### src/rtl/sig16b_to_double_pkg.sv
// Shared definitions for the sign-magnitude <-> IEEE-754 binary64 converters.
// Both conversion directions (sig16b_to_double and double_to_sig16b) import
// this package, so field widths, the exponent bias and the FSM encoding live
// in one place.
package sig16b_to_double_pkg;

    localparam int DOUBLE_W = 64;
    localparam int EXP_W    = 11;
    localparam int FRAC_W   = 52;
    localparam int EXP_BIAS = 1023;
    localparam int SIG_W    = 16;

    // Iterative converter FSM: wait for a sample, normalise, hold the result.
    typedef enum logic [1:0] {
        IDLE = 2'd0,
        NORM = 2'd1,
        DONE = 2'd2
    } state_t;

endpackage

### src/rtl/sig16b_to_double.sv
// sig16b_to_double
// Converts a 16-bit sign-magnitude integer sample into an exact IEEE-754
// binary64 value. The magnitude is normalised one bit per cycle, so latency
// depends on the leading-one position (2..16 cycles, 1 for zero).
//
// Ports
//   clk        clock, rising edge
//   rst        asynchronous reset, active low
//   sig16b     sample: [15] sign, [14:0] unsigned magnitude
//   in_valid   sig16b holds a sample
//   in_ready   block accepts a sample this cycle (high only in IDLE)
//   double     binary64 result, valid while out_valid is high
//   out_valid  result available (high only in DONE)
//   out_ready  consumer takes the result this cycle
module sig16b_to_double #(
    parameter int SIG_W    = 16,
    parameter int EXP_BIAS = 1023
) (
    input  logic                 clk,
    input  logic                 rst,
    input  logic [SIG_W-1:0]     sig16b,
    input  logic                 in_valid,
    output logic                 in_ready,
    output logic [63:0]          double,
    output logic                 out_valid,
    input  logic                 out_ready
);

    import sig16b_to_double_pkg::*;

    localparam int MAG_W  = SIG_W - 1;          // magnitude bits
    localparam int E_W    = $clog2(MAG_W);      // holds 0..MAG_W-1
    localparam int PAD_W  = FRAC_W - (MAG_W - 1);
    localparam logic [E_W-1:0] E_INIT = E_W'(MAG_W - 1);

    state_t                state_q, state_d;
    logic                  s_q;
    logic [MAG_W-1:0]      m_q;
    logic [E_W-1:0]        e_q;
    logic [DOUBLE_W-1:0]   dbl_q;

    logic [MAG_W-1:0]      mag_in;
    logic                  accept;
    logic [EXP_W-1:0]      exp_field;

    assign mag_in    = sig16b[MAG_W-1:0];
    assign accept    = in_valid && (state_q == IDLE);
    // E never exceeds MAG_W-1, so the biased exponent stays in 1023..1037.
    assign exp_field = EXP_W'(EXP_BIAS) + EXP_W'(e_q);

    assign in_ready  = (state_q == IDLE);
    assign out_valid = (state_q == DONE);
    assign double    = dbl_q;

    // ---------------- FSM ----------------
    always_ff @(posedge clk or negedge rst) begin
        if (!rst) state_q <= IDLE;
        else      state_q <= state_d;
    end

    always_comb begin
        state_d = state_q;
        case (state_q)
            IDLE: if (in_valid) state_d = (mag_in == '0) ? DONE : NORM;
            NORM: if (m_q[MAG_W-1]) state_d = DONE;
            DONE: if (out_ready) state_d = IDLE;
            default: state_d = IDLE;
        endcase
    end

    // ---------------- normaliser / pack ----------------
    always_ff @(posedge clk or negedge rst) begin
        if (!rst) begin
            s_q   <= 1'b0;
            m_q   <= '0;
            e_q   <= '0;
            dbl_q <= '0;
        end else begin
            case (state_q)
                IDLE: begin
                    if (accept) begin
                        s_q <= sig16b[SIG_W-1];
                        m_q <= mag_in;
                        e_q <= E_INIT;
                        // Zero bypasses normalisation; the sign is kept so
                        // 0x8000 becomes -0.0.
                        if (mag_in == '0)
                            dbl_q <= {sig16b[SIG_W-1], {(DOUBLE_W-1){1'b0}}};
                    end
                end
                NORM: begin
                    if (m_q[MAG_W-1]) begin
                        // Leading one is implicit; remaining bits are exact.
                        dbl_q <= {s_q, exp_field, m_q[MAG_W-2:0], {PAD_W{1'b0}}};
                    end else begin
                        m_q <= m_q << 1;
                        e_q <= e_q - 1'b1;
                    end
                end
                default: ;  // DONE holds the result
            endcase
        end
    end

endmodule

### config.mk
export PLATFORM = sky130hd
export DESIGN_NAME = sig16b_to_double
export DESIGN_NICKNAME = d
export VERILOG_FILES = /design/src/rtl/sig16b_to_double_pkg.sv /design/src/rtl/sig16b_to_double.sv
export SDC_FILE = /design/constraint.sdc
export NUM_CORES = 1
export LEC_CHECK = 0
export CAP_MARGIN = 20
export CORE_ASPECT_RATIO = 0.75
export CORE_MARGIN = 5
export CORE_UTILIZATION = 24
export DETAILED_ROUTE_END_ITERATION = 7
export GPL_TIMING_DRIVEN = 1
export SYNTH_ARGS = -nofsm -noshare
export SYNTH_HDL_FRONTEND = slang
export SYNTH_SLANG_ARGS = --single-unit
### constraint.sdc
create_clock -name clk -period 1.9 [get_ports clk]
set_input_delay 0.38 -clock clk [delete_from_list [all_inputs] [get_ports clk]]
set_output_delay 0.38 -clock clk [all_outputs]
set_load 0.01 [all_outputs]
==> run_results.csv, run 1 <==
group,metric,value,unit
run_status,outcome,"finished, final reports clean",
timing,slew_violations,0,
clock_network,clock_path_buffers,2,
synth,yosysUniqueCellTypes,32,
setup_path,critPathSlowestCell,"clkdlybuf4s50_1",
pwr,combPwrFrac,40.7,%
synth,syn_area,2300,um^2
floorplan,num_rows,31,
setup_path,crit_start,"state_q[1]$_DFFE_PN0P_",
floorplan,die_area,11700,um^2
clock_network,numCtsBuffers,5,
floorplan,core,9500,um^2
clock_network,cts_tree,"built",
clock_network,cts_resized,0,
setup_path,cpPeakStageDelay,0.58,ns
global_route,grt_usage,9.08,%
flow_run,drv_cap,0,
routing,final_antenna_net_count,0,
place,gp_congestion,0.765,
pwr,p_clk_share,22.0,%
clock_network,insertion_delay,0.28,ns
setup_path,path_cells,"nor2_1, clkdlybuf4s50_1",
routing,vias_per_cell,4.06,
pwr,swShare,34.1,%
routing,drcViolationCount,0,
global_route,antenna_found_initial,0,
synth,synthMuxAreaShare,1.58,%
floorplan,fp.dieH,94.8,um
synth,synth_xor_area_share,0.381,%
routing,wl_per_cell,13.3,um
synth,syn_area_per_cell,11.2,um^2
cells_and_area,fin_nets,281,
synth,ys_seq_area_share,48.9,%
place,post-dp-hpwl,4040,um
global_route,grt-ovfl-total,0,
routing,dr.pass1.iters,5,
clock_network,hold_buffers,0,
timing,rsz0062_at_grt,"false",
setup_path,required,1.52,ns
setup_path,crit_type,"reg -> out",
clock_network,clock-sinks,45,
setup_path,critical_path.top_delay_family,"buffers and inverters",
cells_and_area,syn_to_final_growth,27.1,%
setup_path,critPathMaxFanout,5,
floorplan,die-width,123,um
pwr,seqPwrFrac,37.3,%
synth,synthSimpleGateAreaFrac,12.9,%
global_route,grt_max_degree,25,
clock_network,clk_pin_slew_worst_paths,0.06,ns
setup_path,startpoint_type,"flop",
cells_and_area,drive_gt1_share,13.1,%
synth,synth_top_cell_by_area,"dfrtp_1",
clock_network,clockRootBuffer,"clkbuf_16",
global_route,grt_pass1_wl,8220,um
cells_and_area,antennaDiodeCount,0,
timing,finalSetupViolations,0,
synth,ys_warn_count,0,
pwr,leakagePower,1.35,nW
routing,routed-via-count,1590,
timing,finalClockSkew,0.00636,ns
floorplan,ios,86,
routing,drt_iter0_drc,65,
synth,ys_ff_latch,45,
global_route,grt_pass1_vias,1496,
pwr,powerDensity,1540,nW/um^2
timing,holdWs,0.0854,ns
setup_path,critPathArrivalTime,1.45,ns
clock_network,htreeDepth,2,
cells_and_area,fin_area,2920,um^2
setup_path,crit_buf_inv,1,
timing,hold_viol_final,0,
synth,netlist_top_cells_area,"dfrtp_1 (49%), buf_4 (14%), a22o_1 (6.5%)",
pwr,internal_power,2.96,mW
pwr,switchingPower,1.53,mW
timing,relSlewSlack,63.0,%
setup_path,end_kind,"output port",
synth,synth-compound-area-share,16.4,%
pwr,ir_drop,0.458,mV
synth,synth_top_family_by_area,"buffers and inverters",
synth,synth_top_cell_area_share,48.9,%
timing,max_freq,545,MHz
clock_network,post_cts_buffers,0,
timing,finalCritPeriodShare,96.5,%
timing,worst_pin_slew,0.555,ns
min_path,hold_class,"in -> async",
synth,synthCells,206,
floorplan,start_util,24.2,%
place,placed_cell_area,2750,um^2
place,numPortBuffers,47,
setup_path,r2r-start,"state_q[1]$_DFFE_PN0P_",
timing,min_period,1.83,ns
synth,synth_adder_area_share,1.09,%
routing,wl,5230,um
flip-flops by register name, summed over array words and instances (netlist names):
name / flops
double: 23
e_q: 4
state_q: 2
m_q: 15
s_q: 1
metal layers:
metal,part of all wire (%),track usage (%),vias up
met1,46,12.8,784
met5,0,0,-
li1,-,-,747
met2,46,13.8,55
met4,0.54,1.38,0
met3,7.5,3.05,4
logic make-up after synthesis:
| group | count (synthesis) |
|---|---|
| mux | 3 |
| flops | 45 |
| other cells | 1 |
| compound gates | 47 |
| xor+xnor | 1 |
| simple gates | 52 |
| fa+ha+maj | 2 |
| buf+inv | 55 |
worst register-to-register path: cells and delay by family (launching register included):
kind,cells,cell delay (ns)
flops,1,0.44
mux,2,0.61
simple gates,1,0.17
buf+inv,1,0.20
cell usage in the layout, fill, tap and decap left out, drive strengths merged, types with 3 or more instances in the layout:
| cell type | count |
|---|---|
| a22oi | 15 |
| nor3b | 3 |
| clkbuf | 7 |
| nand2 | 34 |
| a22o | 19 |
| nor4 | 3 |
| buf | 13 |
| conb | 38 |
| nor2 | 5 |
| clkdlybuf4s50 | 46 |
| o21ai | 6 |
| dfrtp | 45 |
| inv | 5 |
| o2bb2ai | 3 |
cell usage after synthesis, drive strengths merged:
| master | number |
|---|---|
| a21oi | 2 |
| o21a | 1 |
| nor2 | 5 |
| and2 | 1 |
| inv | 5 |
| dfrtp | 45 |
| nor3 | 2 |
| a22oi | 15 |
| and4 | 1 |
| ha | 2 |
| mux2i | 1 |
| a32o | 1 |
| nor4 | 3 |
| a22o | 19 |
| nor3b | 3 |
| xor2 | 1 |
| conb | 1 |
| buf | 50 |
| nor2b | 1 |
| nand2b | 1 |
| o2bb2ai | 3 |
| nor4bb | 1 |
| mux2 | 2 |
| o21ai | 6 |
| nand2 | 34 |
final cells by class:
class / count / area, um^2
Clock buffer: 7 / 143
Clock inverter: 1 / 30.0
Fill cell: 981 / 6580
Inverter: 5 / 18.8
Multi-Input combinational cell: 143 / 886
Sequential cell: 45 / 1130
Tap cell: 132 / 165
Timing Repair Buffer: 59 / 556
final timing paths:
| path | slack, ns | depth (start not counted) | to |
|---|---|---|---|
| min reg2reg | 0.48 | 2 | s_q$_DFFE_PN0P_ |
| max | 0.07 | 2 | in_ready |
| min in group clk | 0.48 | 2 | s_q$_DFFE_PN0P_ |
| min | 0.09 | 1 | double[60]$_DFFE_PN0P_ |
| max reg2reg | 0.37 | 4 | double[63]$_DFFE_PN0P_ |
| max in group asynchronous | 1.24 | 2 | e_q[0]$_DFFE_PN0P_ |
through the flow:
| stage | instances | TNS [ns] | total power, mW | worst slack [ns] | util [%] |
|---|---|---|---|---|---|
| 3_3_place_gp | 384 | -3.82 | 3.51 | -0.196 | 29.0 |
| 5_1_grt | 392 | 0 | 4.81 | 0.000000666 | 30.8 |
| 3_5_place_dp | 384 | -3.43 | 3.54 | -0.186 | 29.0 |
| 4_1_cts | 392 | 0 | 4.55 | 0.0555 | 30.8 |
| 6_report | 392 | 0 | 4.50 | 0.0656 | 30.8 |
| 2_1_floorplan | 243 | 0 | 2.89 | 0.519 | - |
power by group through the flow:
| stage | logic [mW] | clock network, mW | registers, mW |
|---|---|---|---|
| after floorplan | 1.20 | 0 | 1.69 |
| after global placement | 1.82 | 0 | 1.69 |
| final | 1.83 | 0.991 | 1.68 |
| after CTS | 1.86 | 1.01 | 1.68 |
| after detailed placement | 1.85 | 0 | 1.69 |
| after global routing | 2.02 | 1.06 | 1.73 |
Power figures use the tool's default switching activity.
==> inputs of run 2 (changes only) <==
Settings changed: CORE_ASPECT_RATIO 0.75 to 1.2.
==> run 2 against run 1 <==
  * Largest cell class unchanged
  * Critical path depth grew 1
  * Count of clock-buffer cells in the layout is the same
  * Setup slack improved by 0.042 ns
  * Sequential share of layout area about the same
  * Sequential power is essentially flat
  * Largest power group unchanged
  * Clock skew fell by 0.0014 ns
  * First-iteration DRC count up 62%
  * Die area about the same
  * Utilization is 0.10 points higher
  * Hold slack improved by 0.080 ns
==> run_results.csv, run 2 (synthesized netlist as in run 1, its figures left out) <==
group,metric,value,unit
run_status,outcome,"finished, final reports clean",
floorplan,ios,86,
flow_run,drv_cap,0,
clock_network,numCtsBuffers,5,
setup_path,crit_end,"out_valid",
cells_and_area,drive_gt1_share,13.5,%
routing,wl,5260,um
pwr,power,4.45,mW
cells_and_area,fin_nets,281,
cells_and_area,layout_commonest_cell,"clkdlybuf4s50_1",
place,dp.cells,375,
floorplan,die_area,11700,um^2
timing,finalSetupViolations,0,
routing,final_antenna_net_count,0,
timing,slew_violations,0,
clock_network,cts_tree,"built",
routing,drcViolationCount,0,
global_route,grt_pass1_wl,8270,um
clock_network,clock-sinks,45,
global_route,grt_max_degree,46,
cells_and_area,largest_register_ffs,23,
clock_network,post_cts_buffers,0,
clock_network,clk_pin_slew_worst_paths,0.06,ns
clock_network,htreeDepth,2,
timing,worst_pin_slew,0.567,ns
timing,hold_viol_final,0,
timing,finalCritPeriodShare,94.3,%
min_path,hold_class,"in -> async",
setup_path,regToRegSetupSlack,0.42,ns
timing,rsz0062_at_grt,"false",
setup_path,crit_type,"reg -> out",
timing,relSlewSlack,62.2,%
floorplan,start_util,24.3,%
pwr,powerDensity,1520,nW/um^2
clock_network,clock_path_buffers,2,
timing,finalClockSkew,0.00491,ns
setup_path,r2r-end,"double[63]$_DFFE_PN0P_",
timing,max_freq,558,MHz
setup_path,critPathArrivalTime,1.41,ns
clock_network,insertion_delay,0.28,ns
cells_and_area,final_cells,383,
routing,drt_iter0_drc,105,
setup_path,end_kind,"output port",
place,gp_congestion,0.811,
pwr,ir_drop,0.493,mV
clock_network,clockRootBuffer,"clkbuf_16",
timing,min_period,1.79,ns
setup_path,required,1.52,ns
setup_path,critPathMaxFanout,3,
clock_network,hold_buffers,0,
place,numPortBuffers,47,
setup_path,crit_start,"state_q[0]$_DFFE_PN0P_",
global_route,grt-ovfl-total,0,
floorplan,core,9470,um^2
timing,holdWs,0.165,ns
routing,dr.pass1.iters,4,
cells_and_area,syn_to_final_growth,27.0,%
setup_path,r2r-start,"state_q[0]$_DFFE_PN0P_",
global_route,grt_usage,9.08,%
floorplan,num_rows,39,
routing,routed-via-count,1600,
setup_path,startpoint_type,"flop",
routing,wl_per_cell,13.7,um
global_route,grt_pass1_vias,1612,
routing,vias_per_cell,4.18,
cells_and_area,final_cell_mix,"clkdlybuf4s50_1 (46), dfrtp_1 (45), conb_1 (38)",
pwr,leakagePower,1.36,nW
clock_network,cts_resized,0,
global_route,antenna_found_initial,0,
setup_path,rr_worst_depth,4,
cells_and_area,fillCellCount,995,
floorplan,fp.dieH,117,um
place,post-dp-hpwl,3910,um
floorplan,die-width,99.4,um
cells_and_area,antennaDiodeCount,0,
==> run 2: metrics by stage <==
stage | area [um^2] | worst slack, ns | util [%] | setup TNS, ns
3_3_place_gp | 2770 | -0.151 | 29.2 | -2.91
3_5_place_dp | 2770 | -0.155 | 29.2 | -2.84
6_report | 2920 | 0.108 | 30.9 | 0
4_1_cts | 2920 | 0.107 | 30.9 | 0
5_1_grt | 2920 | 0.0424 | 30.9 | 0
2_1_floorplan | 2440 | 0.519 | - | 0
==> run 2: how the worst min path moves through the flow <==
| stage | start | endpoint | cells after the start |
|---|---|---|---|
| final | rst | double[47]$_DFFE_PN0P_ | 2 |
| after global routing | rst | double[48]$_DFFE_PN0P_ | 2 |
| after CTS | rst | double[43]$_DFFE_PN0P_ | 2 |
| after detailed placement | s_q$_DFFE_PN0P_ | s_q$_DFFE_PN0P_ | 2 |
| after global placement | s_q$_DFFE_PN0P_ | s_q$_DFFE_PN0P_ | 2 |
| after floorplan | rst | double[38]$_DFFE_PN0P_ | 0 |
==> run 2: critical path, stage by stage, from the launching register on <==
cell             delay [ns]
dfrtp_1                0.39
nand2b_1               0.16
inv_1                  0.06
clkdlybuf4s50_1        0.52
==> run 2: report_power, final <==
part	leakage [nW]	total [mW]	switching (mW)	internal, mW
combinational	0.724	1.86	0.894	0.963
sequential	0.558	1.68	0.315	1.37
clock	0.0799	0.909	0.352	0.557
==> run 2: final cells by class <==
| class | instances | area, um^2 | share of cell area [%] |
|---|---|---|---|
| clock buffer | 7 | 153 | 5.22 |
| clock inverter | 1 | 5.00 | 0.171 |
| inverter | 5 | 18.8 | 0.642 |
| multi-input combinational | 143 | 886 | 30.3 |
| sequential | 45 | 1130 | 38.5 |
| tap | 123 | 154 | 5.27 |
| timing repair buffer | 59 | 581 | 19.9 |
==> run 2: metal layers <==
layer	vias up	global-route usage (%)	wire [um]
met5	-	0	0
met4	0	4.10	99
met3	5	2.37	450
met2	80	14.1	2430
met1	771	11.9	2280
li1	744	-	-
==> inputs of run 3 (changes only) <==
Settings changed: CORE_MARGIN 5 to 3, HOLD_SLACK_MARGIN set to 0.02.
==> run 3 against run 2 <==
  * Combinational power hardly changed
  * Total power is 3.2% lower
  * Design area is 0.77% lower
  * Clock power is 18% lower
  * Count of clock-buffer cells in the layout stayed put
  * Non-clock buffer count is 3 higher
  * Cell count stayed put
  * Die area is 7.3% lower
  * Wire length is 0.46% higher
  * Fmax is 1.5% lower
  * Largest power group unchanged
==> run_results.csv, run 3 (synthesized netlist as in run 1, its figures left out) <==
group,metric,value,unit
routing,routed-via-count,1603,
cells_and_area,drive_gt1_share,14.1,%
clock_network,hold_buffers,0,
setup_path,critPathArrivalTime,1.44,ns
clock_network,insertion_delay,0.30,ns
floorplan,ios,86,
place,post-dp-hpwl,3920,um
place,placed_cell_area,2780,um^2
clock_network,clock-sinks,45,
routing,drcViolationCount,0,
cells_and_area,fin_area,2900,um^2
routing,drt_iter0_drc,77,
timing,finalSetupViolations,0,
setup_path,startpoint_type,"flop",
global_route,grt_pass1_vias,1572,
cells_and_area,fillCellCount,953,
cells_and_area,regArea,1130,um^2
floorplan,core,9180,um^2
global_route,grt_pass1_wl,8340,um
timing,holdWs,0.107,ns
clock_network,clockRootBuffer,"clkbuf_8",
place,numPortBuffers,47,
floorplan,die-width,95.4,um
cells_and_area,syn_to_final_growth,26.0,%
cells_and_area,multiInputGateArea,886,um^2
timing,min_period,1.82,ns
cells_and_area,final_cell_mix,"clkdlybuf4s50_1 (46), dfrtp_1 (45), conb_1 (38)",
floorplan,fp.dieH,113,um
routing,wl_per_cell,13.8,um
global_route,antenna_found_initial,0,
pwr,ir_drop,0.409,mV
cells_and_area,layout_commonest_cell,"clkdlybuf4s50_1",
timing,relSlewSlack,55.8,%
setup_path,required,1.52,ns
timing,rsz0062_at_grt,"false",
cells_and_area,final_cells,383,
global_route,grt_max_degree,30,
floorplan,die_area,10800,um^2
floorplan,num_rows,38,
flow_run,drv_cap,0,
place,pre_cts_slack,-0.192,ns
clock_network,numCtsBuffers,5,
cells_and_area,largest_register_ffs,23,
place,gp_congestion,0.741,
routing,final_antenna_net_count,0,
routing,dr.pass1.iters,4,
clock_network,clock_path_buffers,2,
global_route,grt-ovfl-total,0,
timing,finalClockSkew,0.00324,ns
timing,finalCritPeriodShare,95.8,%
clock_network,cts_tree,"built",
clock_network,htreeDepth,2,
timing,hold_viol_final,0,
cells_and_area,antennaDiodeCount,0,
timing,max_freq,550,MHz
min_path,hold_class,"in -> async",
clock_network,clk_pin_slew_worst_paths,0.08,ns
floorplan,start_util,25.1,%
pwr,leakagePower,1.35,nW
routing,vias_per_cell,4.19,
setup_path,crit_type,"reg -> out",
setup_path,end_kind,"output port",
run_status,outcome,"finished, final reports clean",
setup_path,critPathMaxFanout,3,
place,dp.cells,375,
timing,worst_pin_slew,0.662,ns
cells_and_area,fin_nets,284,
clock_network,post_cts_buffers,0,
routing,wl,5280,um
timing,finalWorstSetupSlack,0.0805,ns
clock_network,cts_resized,0,
timing,slew_violations,0,
pwr,powerDensity,1480,nW/um^2
global_route,grt_usage,10.1,%
-- run 3: layout make-up --
| type | count | area share [%] |
|---|---|---|
| well taps | 120 | 5.18 |
| inverters | 5 | 0.647 |
| repair buffers | 62 | 20.8 |
| multi-input cells | 143 | 30.5 |
| clock inverters | 1 | 1.04 |
| flip-flops and latches | 45 | 38.8 |
| clock buffers | 7 | 2.98 |
-- run 3: worst paths after layout --
check                                       start                endpoint  slack (ns)  cells past startpoint
min in group clk                  s_q$_DFFE_PN0P_         s_q$_DFFE_PN0P_        0.49                      2
max in group asynchronous                     rst      m_q[3]$_DFFE_PN0P_        1.20                      2
min reg2reg                       s_q$_DFFE_PN0P_         s_q$_DFFE_PN0P_        0.49                      2
max reg2reg                state_q[0]$_DFFE_PN0P_  double[59]$_DFFE_PN0P_        0.40                      6
max                        state_q[0]$_DFFE_PN0P_               out_valid        0.08                      3
min                                           rst  double[49]$_DFFE_PN0P_        0.11                      1
-- run 3: per-stage QoR --
stage	TNS [ns]	utilization, %	total power, mW
CTS	0	31.6	4.36
detailed placement	-3.63	30.3	3.60
global route	0	31.6	4.61
floorplan	0	-	2.89
global placement	-3.75	30.3	3.55
finish	0	31.6	4.30
-- run 3: per-layer routing --
layer	up-vias	track usage, %	part of all wire (%)
met4	0	3.98	1.4
li1	751	-	-
met3	5	2.79	8.4
met5	-	0	0
met1	781	13.5	42
met2	66	15.4	48
-- run 3: report_power, final --
| group | switching, mW | leakage, nW | internal, mW | total [mW] |
|---|---|---|---|---|
| sequential | 0.314 | 0.558 | 1.36 | 1.68 |
| combinational | 0.910 | 0.738 | 0.975 | 1.88 |
| clock | 0.314 | 0.0585 | 0.429 | 0.742 |
| total | 1.54 | 1.35 | 2.77 | 4.30 |
-- run 3: critical path, stage by stage (launching register included) --
cell and delay (ns):
dfrtp_1 0.40, nand2b_1 0.16, inv_1 0.06, clkdlybuf4s50_1 0.53
